[src/rtl/button_input_bank.sv]
// button_input_bank: multi-channel button conditioner.
// Each channel normalises polarity, synchronises, debounces, and emits
// registered one-cycle event pulses (press, release, long-press, auto-repeat).
// Channels are fully independent and built from one lane module per channel.
//
// Ports:
//   Clk          system clock
//   RstN         asynchronous active-low reset
//   BtnRaw       raw asynchronous button inputs, one bit per channel
//   RepeatEnable per-channel auto-repeat enable (synchronous to Clk)
//   Level        debounced pressed state (1 = pressed)
//   PressPulse   one-cycle pulse on accepted press
//   ReleasePulse one-cycle pulse on accepted release
//   LongPulse    one-cycle pulse when hold reaches LONG_PRESS_CYCLES
//   RepeatPulse  one-cycle pulses every REPEAT_CYCLES after LongPulse

// Single-channel lane: synchroniser, debounce, event FSM.
module button_input_bank_lane #(
  parameter bit ACTIVE_LOW        = 1'b1,
  parameter int DEBOUNCE_CYCLES   = 250000,
  parameter int LONG_PRESS_CYCLES = 25000000,
  parameter int REPEAT_CYCLES     = 5000000
) (
  input  logic Clk,
  input  logic RstN,
  input  logic btn_raw,
  input  logic repeat_en,
  output logic level,
  output logic press_pulse,
  output logic release_pulse,
  output logic long_pulse,
  output logic repeat_pulse
);

  localparam int DCW  = (DEBOUNCE_CYCLES > 1) ? $clog2(DEBOUNCE_CYCLES) : 1;
  localparam int HMAX = (LONG_PRESS_CYCLES > REPEAT_CYCLES) ? LONG_PRESS_CYCLES : REPEAT_CYCLES;
  localparam int HCW  = (HMAX > 1) ? $clog2(HMAX) : 1;

  typedef enum logic [1:0] {IDLE, PRESSED, HELD} state_t;

  logic           p;
  logic [1:0]     sync_pipe;
  logic           s;
  logic [DCW-1:0] dc;
  logic [HCW-1:0] hc;
  logic           accept;
  logic           rise;
  logic           fall;
  state_t         state;

  // Normalised so that 1 always means pressed; reset value 0 = released.
  assign p = ACTIVE_LOW ? ~btn_raw : btn_raw;
  assign s = sync_pipe[1];

  always_ff @(posedge Clk or negedge RstN) begin
    if (!RstN) sync_pipe <= 2'b00;
    else       sync_pipe <= {sync_pipe[0], p};
  end

  // Accept a level change on the edge the mismatch has lasted long enough.
  // The FSM sees the same accept so its pulses line up with the Level edge.
  assign accept = (s != level) && (dc == DCW'(DEBOUNCE_CYCLES - 1));
  assign rise   = accept & s;
  assign fall   = accept & ~s;

  always_ff @(posedge Clk or negedge RstN) begin
    if (!RstN) begin
      level <= 1'b0;
      dc    <= '0;
    end else if (s == level) begin
      dc <= '0;
    end else if (accept) begin
      level <= s;
      dc    <= '0;
    end else begin
      dc <= dc + 1'b1;
    end
  end

  always_ff @(posedge Clk or negedge RstN) begin
    if (!RstN) begin
      state         <= IDLE;
      hc            <= '0;
      press_pulse   <= 1'b0;
      release_pulse <= 1'b0;
      long_pulse    <= 1'b0;
      repeat_pulse  <= 1'b0;
    end else begin
      press_pulse   <= 1'b0;
      release_pulse <= 1'b0;
      long_pulse    <= 1'b0;
      repeat_pulse  <= 1'b0;
      case (state)
        IDLE: begin
          hc <= '0;
          if (rise) begin
            press_pulse <= 1'b1;
            state       <= PRESSED;
          end
        end
        PRESSED: begin
          if (fall) begin
            release_pulse <= 1'b1;
            state         <= IDLE;
            hc            <= '0;
          end else if (hc == HCW'(LONG_PRESS_CYCLES - 1)) begin
            long_pulse <= 1'b1;
            state      <= HELD;
            hc         <= '0;
          end else begin
            hc <= hc + 1'b1;
          end
        end
        HELD: begin
          // Release wins over a coinciding repeat; a disabled repeat parks
          // hc at 0 so re-enabling restarts a full period.
          if (fall) begin
            release_pulse <= 1'b1;
            state         <= IDLE;
            hc            <= '0;
          end else if (!repeat_en) begin
            hc <= '0;
          end else if (hc == HCW'(REPEAT_CYCLES - 1)) begin
            repeat_pulse <= 1'b1;
            hc           <= '0;
          end else begin
            hc <= hc + 1'b1;
          end
        end
        default: begin
          state <= IDLE;
          hc    <= '0;
        end
      endcase
    end
  end

endmodule

module button_input_bank #(
  parameter int CHANNELS          = 4,
  parameter bit ACTIVE_LOW        = 1'b1,
  parameter int DEBOUNCE_CYCLES   = 250000,
  parameter int LONG_PRESS_CYCLES = 25000000,
  parameter int REPEAT_CYCLES     = 5000000
) (
  input  logic                Clk,
  input  logic                RstN,
  input  logic [CHANNELS-1:0] BtnRaw,
  input  logic [CHANNELS-1:0] RepeatEnable,
  output logic [CHANNELS-1:0] Level,
  output logic [CHANNELS-1:0] PressPulse,
  output logic [CHANNELS-1:0] ReleasePulse,
  output logic [CHANNELS-1:0] LongPulse,
  output logic [CHANNELS-1:0] RepeatPulse
);

  for (genvar g = 0; g < CHANNELS; g++) begin : g_lane
    button_input_bank_lane #(
      .ACTIVE_LOW       (ACTIVE_LOW),
      .DEBOUNCE_CYCLES  (DEBOUNCE_CYCLES),
      .LONG_PRESS_CYCLES(LONG_PRESS_CYCLES),
      .REPEAT_CYCLES    (REPEAT_CYCLES)
    ) u_lane (
      .Clk          (Clk),
      .RstN         (RstN),
      .btn_raw      (BtnRaw[g]),
      .repeat_en    (RepeatEnable[g]),
      .level        (Level[g]),
      .press_pulse  (PressPulse[g]),
      .release_pulse(ReleasePulse[g]),
      .long_pulse   (LongPulse[g]),
      .repeat_pulse (RepeatPulse[g])
    );
  end

endmodule

[config.mk]
export PLATFORM = sky130hd
export DESIGN_NAME = button_input_bank
export DESIGN_NICKNAME = d
export VERILOG_FILES = /design/src/rtl/button_input_bank.sv
export SDC_FILE = /design/constraint.sdc
export NUM_CORES = 1
export LEC_CHECK = 0
export ABC_AREA = 1
export CORE_MARGIN = 5
export CORE_UTILIZATION = 65
export CTS_BUF_LIST = sky130_fd_sc_hd__clkbuf_16
export DETAILED_ROUTE_END_ITERATION = 10
export HOLD_SLACK_MARGIN = 0.08
export PLACE_DENSITY = 0.8
export SLEW_MARGIN = 20
export SYNTH_ARGS = -nofsm -noshare
export SYNTH_HDL_FRONTEND = slang
export SYNTH_SLANG_ARGS = --single-unit
export TNS_END_PERCENT = 1
[constraint.sdc]
create_clock -name Clk -period 3.5 [get_ports Clk]
set_input_delay 0.7 -clock Clk [delete_from_list [all_inputs] [get_ports Clk]]
set_output_delay 0.7 -clock Clk [all_outputs]
set_load 0.005 [all_outputs]
==> flow_summary.rst <==
.. list-table::
   :header-rows: 1

   * - Metric
     - Value
   * - # IOs
     - 30
   * - WP data arrival
     - 1.50 ns
   * - Synth Area per Inst
     - 7.70 um2
   * - RSZ-0062 raised after global routing
     - false
   * - Post-Syn Instances
     - 1606
   * - Final slew viol count
     - 0
   * - Height of the chip
     - 148 um
   * - Global-route usage over all layers
     - 0.242
   * - CP Launch Type
     - flip-flop
   * - Placeable core area
     - 18700 um2
   * - Ratio of total power to cell area
     - 388 nW/um2
   * - CP top delay family
     - buffers and inverters
   * - Cell variety after synth
     - 44
   * - Number of setup violations in the final report
     - 0
   * - Wire length of the first global-routing pass
     - 45900 um
   * - H-Tree Depth
     - 1
   * - Clock Tree Buf Depth
     - 3
   * - Classification of the worst-slack hold path
     - in2async
   * - Critical R2R Launch
     - g_lane[3].u_lane.state[0]
   * - TritonCTS Buffers
     - 23
   * - Vias
     - 10600
   * - Hold buffer count at CTS
     - 0
   * - Dominant cells by area after synthesis
     - sky130_fd_sc_hd__dfrtp_1 42%, sky130_fd_sc_hd__nand2_1 10%, sky130_fd_sc_hd__nor2_1 6.5%, sky130_fd_sc_hd__nand3_1 6.5%, sky130_fd_sc_hd__inv_1 5.5%
   * - Latest clock arrival within the worst-skew pair
     - 0.51 ns
   * - WL per Instance
     - 14.0 um
   * - Portion of the post-synthesis area used by sequential elements
     - 0.421
   * - Top post-synthesis cells by count
     - 337 x sky130_fd_sc_hd__nand2_1, 215 x sky130_fd_sc_hd__nor2_1, 208 x sky130_fd_sc_hd__dfrtp_1, 180 x sky130_fd_sc_hd__inv_1, 160 x sky130_fd_sc_hd__nand3_1
   * - Clock transition at the registers of the reported paths
     - 0.06 ns
   * - Starting density of the core
     - 0.661
   * - Via count of the first global-routing pass
     - 10200
   * - Number of antenna violations at the first check in global routing
     - 0
   * - Delay of the slowest cell on the worst path
     - 0.55 ns
   * - Detailed placer's ending HPWL
     - 18100 um
   * - Measured slew at the worst slew-check pin
     - 0.889 ns
   * - Critical path origin
     - g_lane[3].u_lane.level
   * - Worst Path Max Fanout
     - 3
   * - Fin nets
     - 1645
   * - DRC Markers
     - 0
   * - Worst hold margin
     - 0.196 ns
   * - Final ANT Viol Nets
     - 0
   * - Final worst-path cycle share
     - 0.628
   * - Layout overhead on the synthesized area
     - 8.77%
   * - Dominant register cell in the synthesized netlist
     - sky130_fd_sc_hd__dfrtp_1
   * - Rel. slew slack
     - 0.407
   * - Most frequent cell after synthesis
     - sky130_fd_sc_hd__nand2_1
   * - Nets in the synthesized netlist
     - 1636
   * - Final critical delay including setup and external delays
     - 2.20 ns
   * - Run status
     - finished, final reports clean
   * - Drt via density
     - 5.70
   * - Leakage Power
     - 5.71 nW
   * - Max Clk Rate
     - 0.455 GHz
   * - Worst supply voltage drop on vdd
     - 0.400 mV
   * - Share of post-route cells with drive strength above 1
     - 0.111
   * - Sum of routed wire length over all layers
     - 26200 um
   * - Post-Syn Area
     - 12400 um2
   * - Maximum number of pins on one net before global-route repair
     - 91
   * - Area share of the leading cell type in the synthesized netlist
     - 0.421
   * - Total clock sinks
     - 208
   * - Buf+Inv Stages, Crit Path
     - 1
   * - Total of warnings raised by yosys
     - 0
   * - Weighted congestion at the end of routability-driven global placement
     - 0.925
   * - Site Rows
     - 50
   * - First-iteration detailed-routing DRC count
     - 776
   * - Post-synth EDFFs
     - 0
   * - Crit-path cells
     - clkdlybuf4s50_1
   * - Number of input and output port buffers inserted
     - 29
   * - Number of diodes
     - 0
   * - Post-CTS repair timing setup buffer count
     - 0
   * - Layout Utilization
     - 0.719
   * - Crit path kind
     - reg2out
   * - Clock root buffer
     - sky130_fd_sc_hd__clkbuf_16
   * - Cell with the largest stage delay on the worst path
     - sky130_fd_sc_hd__clkdlybuf4s50_1
   * - Final global-route overflow total
     - 0
   * - Total Negative Setup Slacks
     - 0 ns
   * - Horizontal die dimension
     - 148 um
   * - Leading area contributor after synthesis
     - sky130_fd_sc_hd__dfrtp_1
   * - Synthesized flop and latch total
     - 208
   * - Critical path data required time
     - 2.80 ns
   * - # resized after CTS
     - 0
   * - Die Area
     - 21900 um2
   * - Pre-Repair DR Iteration Count
     - 6
   * - Max cap viols
     - 0
   * - Crit end category
     - output pin
   * - Final-report hold violation count
     - 0
   * - TritonCTS clock tree
     - done
   * - Worst setup skew after layout
     - 0.0150 ns
   * - Share of flip-flops with an asynchronous set or reset after synthesis
     - 1.00
==> sequential cells by signal, indices dropped and copies added, names as in the netlist <==
name                         count
g_lane.u_lane.dc                72
g_lane.u_lane.hc               100
g_lane.u_lane.level              4
g_lane.u_lane.long_pulse         4
g_lane.u_lane.press_pulse        4
g_lane.u_lane.release_pulse      4
g_lane.u_lane.repeat_pulse       4
g_lane.u_lane.state              8
g_lane.u_lane.sync_pipe          8
==> final timing paths <==
path | slack, ns | cells after the start | endpoint
max | 1.30 | 1 | Level[3]
min | 0.20 | 1 | g_lane[3].u_lane.hc[13]
max reg2reg | 1.35 | 5 | g_lane[3].u_lane.hc[0]
min reg2reg | 0.35 | 0 | g_lane[2].u_lane.sync_pipe[1]
max in group asynchronous | 2.51 | 2 | g_lane[0].u_lane.dc[1]
min in group Clk | 0.35 | 0 | g_lane[2].u_lane.sync_pipe[1]
==> cell type report <==
type	instances	area (um2)
inverter	201	754
clock buffer	23	576
sequential	208	5200
clock inverter	18	260
timing repair buffer	31	335
multi-input combinational	1150	6020
fill	1484	5260
tap	234	293
==> routing by layer <==
metal / share of wire / up-vias / GRT usage
met5: 0 / - / 0
met4: 0.019 / 0 / 0.0582
met3: 0.050 / 50 / 0.0303
met2: 0.49 / 308 / 0.431
met1: 0.44 / 5018 / 0.318
li1: - / 5256 / -
==> power breakdown <==
group          internal (mW)  switching [mW]  leakage (nW)
Clock                   1.71           0.969         0.426
Sequential              2.42          0.0121          2.88
Combinational         0.0311          0.0810          2.41
==> layout by cell type, fill, tap and decap left out, types with 23 or more instances in the layout <==
| cell | Yosys | final |
|---|---|---|
| sky130_fd_sc_hd__nand2_1 | 337 | 337 |
| sky130_fd_sc_hd__clkbuf_16 | 0 | 23 |
| sky130_fd_sc_hd__a21oi_2 | 30 | 30 |
| sky130_fd_sc_hd__clkdlybuf4s50_1 | 0 | 28 |
| sky130_fd_sc_hd__nor3_1 | 40 | 40 |
| sky130_fd_sc_hd__nand4_1 | 31 | 31 |
| sky130_fd_sc_hd__nand3_1 | 160 | 160 |
| sky130_fd_sc_hd__o21ai_0 | 36 | 36 |
| sky130_fd_sc_hd__dfrtp_1 | 208 | 208 |
| sky130_fd_sc_hd__nor2_1 | 215 | 215 |
| sky130_fd_sc_hd__inv_1 | 180 | 185 |
| sky130_fd_sc_hd__a21oi_1 | 105 | 105 |
| sky130_fd_sc_hd__nor2_2 | 24 | 24 |
==> kinds of logic after synthesis <==
group / synth area share
flops: 0.421
fa+ha+maj: 0.0202
simple gates: 0.347
buf+inv: 0.0918
compound gates: 0.103
xor+xnor: 0.0171
==> per-stage QoR <==
step | total power [mW] | instances | instance area, um2 | setup slack [ns]
2_1_floorplan | 2.52 | 1606 | 12400 | 1.95
3_3_place_gp | 2.59 | 1824 | 12600 | 1.46
3_5_place_dp | 2.59 | 1824 | 12600 | 1.37
4_1_cts | 5.27 | 1865 | 13400 | 1.27
5_1_grt | 5.39 | 1865 | 13400 | 1.22
6_report | 5.22 | 1865 | 13400 | 1.30
(Power assumes the default switching activity.)
==> variant, RTL diff (same settings) <==
Put a register stage on the output `Level`, without a reset. The value now appears one clock later. The other outputs are not delayed to match.
--- a/src/rtl/button_input_bank.sv
+++ b/src/rtl/button_input_bank.sv
@@ -157,2 +157,4 @@
 
+  logic [CHANNELS-1:0] Level_d;
+
   for (genvar g = 0; g < CHANNELS; g++) begin : g_lane
@@ -168,3 +170,3 @@
       .repeat_en    (RepeatEnable[g]),
-      .level        (Level[g]),
+      .level        (Level_d[g]),
       .press_pulse  (PressPulse[g]),
@@ -176,2 +178,6 @@
 
+  always_ff @(posedge Clk) begin
+      Level <= Level_d;
+  end
+
 endmodule
Function: no difference found for any inputs over 10 cycles, from zero or initial values and one cycle with RstN low; that may be too few to reach the edited logic, so the function may still have changed.
==> variant against the original RTL <==
- core utilization fell by 0.21 points
- worst setup slack improved by 0.083 ns
- register-to-register slack improved by 0.03 ns
- critical path depth rose by 4
- clock power fell by 8.6%
- clock skew fell by 0.0049 ns
- die area rose by 0.38%
- wire length rose by 0.60%
- power fell by 3.4%
- sequential cell count rose by 4
- design area barely moved
- area after synthesis rose by 0.40%
- critical endpoint is now g_lane[3].u_lane.hc[0]$_DFF_PN0_
- largest cell class unchanged
==> variant: results (changes against the original RTL) <==
[route]
first_iter_violations = 693  ; -11%
wire_per_inst_um = 14.1  ; +0.33%
viasPerCell = 5.66  ; -0.65%

[synth]
ys_seq_area_frac = 0.426  ; +0.00475
ys_types = 45  ; +2.3%
synthArstFlopShare = 0.981  ; -0.0189
synthTopCellsByArea = dfrtp_1 42%, nand2_1 10%, nor2_1 6.5%
synth_area_per_cell_um2 = 7.73  ; +0.40%

[finish]
drive_above_1_share = 0.111  ; -0.000339
fill_cells = 1507  ; +1.5%
final_net_count = 1651  ; +0.36%

[placed_design]
dpl.hpwl_um = 18500  ; +2.1%
place_area_um2 = 12700  ; +0.66%
post-place-ws_ns = 1.40  ; +0.0306 ns
dp.cells = 1830  ; +0.33%
place.gp.congestion = 0.918  ; -0.68%

[critical_path]
cp_top_family = adder cells
cp_slowest_cell = ha_1
slowest_delay_ns = 0.66  ; +0.11 ns

[global_routing]
track_usage = 0.246  ; +0.00354
grt_max_degree = 75  ; -18%
grt_pass1_wl_um = 46500  ; +1.5%

[power]
p_sw_frac = 0.210  ; +0.00675
vdd_drop_max_v = 0.000534  ; +34%
p_seq_mw = 2.48  ; +2%
total_leakage_power_nw = 5.71  ; about the same
power_frac_comb = 0.022

[timing]
slew_headroom = 0.416  ; +0.00914

[outcome]
status = complete, no violations

## variant: cell families (layout without fill, tap and decap cells)
logic type      count (synthesis)  count (layout)  synth area share
compound gates                214             214             0.102
fa+ha+maj                      20              20            0.0202
buf+inv                       244             274            0.0890
simple gates                  894             894             0.346
xor+xnor                       22              22            0.0170
flops                         212             212             0.426
## variant: layer usage
| metal | global-route usage | wire (um) |
|---|---|---|
| met5 | 0 | 0 |
| met4 | 0.0716 | 748 |
| met3 | 0.0289 | 1210 |
| met2 | 0.418 | 12700 |
| met1 | 0.335 | 11700 |
## variant: worst paths after layout
kind                                                         startpoint                                       to
worst max register to register    g_lane[3].u_lane.state[0]$_DFFE_PN0P_         g_lane[3].u_lane.hc[0]$_DFF_PN0_
worst min-delay path                                               RstN    g_lane[3].u_lane.state[0]$_DFFE_PN0P_
max in group asynchronous                                          RstN        g_lane[2].u_lane.dc[12]$_DFF_PN0_
worst min register to register  g_lane[1].u_lane.sync_pipe[0]$_DFF_PN0_  g_lane[1].u_lane.sync_pipe[1]$_DFF_PN0_
min in group Clk                g_lane[1].u_lane.sync_pipe[0]$_DFF_PN0_  g_lane[1].u_lane.sync_pipe[1]$_DFF_PN0_
worst max-delay path              g_lane[3].u_lane.state[0]$_DFFE_PN0P_         g_lane[3].u_lane.hc[0]$_DFF_PN0_
## variant: worst reg2reg max path, stage by stage (launching register included)
cell and delay [ns]:
dfrtp_1 0.38, inv_1 0.07, ha_1 0.66, clkinv_1 0.43
or2_2 0.38, a21oi_1 0.12
## variant: final cells by class
| type | instances | area share |
|---|---|---|
| multi-input cells | 1150 | 0.448 |
| flip-flops and latches | 212 | 0.393 |
| inverters | 201 | 0.0561 |
| clock buffers | 23 | 0.0428 |
| repair buffers | 33 | 0.0251 |
| well taps | 234 | 0.0218 |
| clock inverters | 17 | 0.0136 |
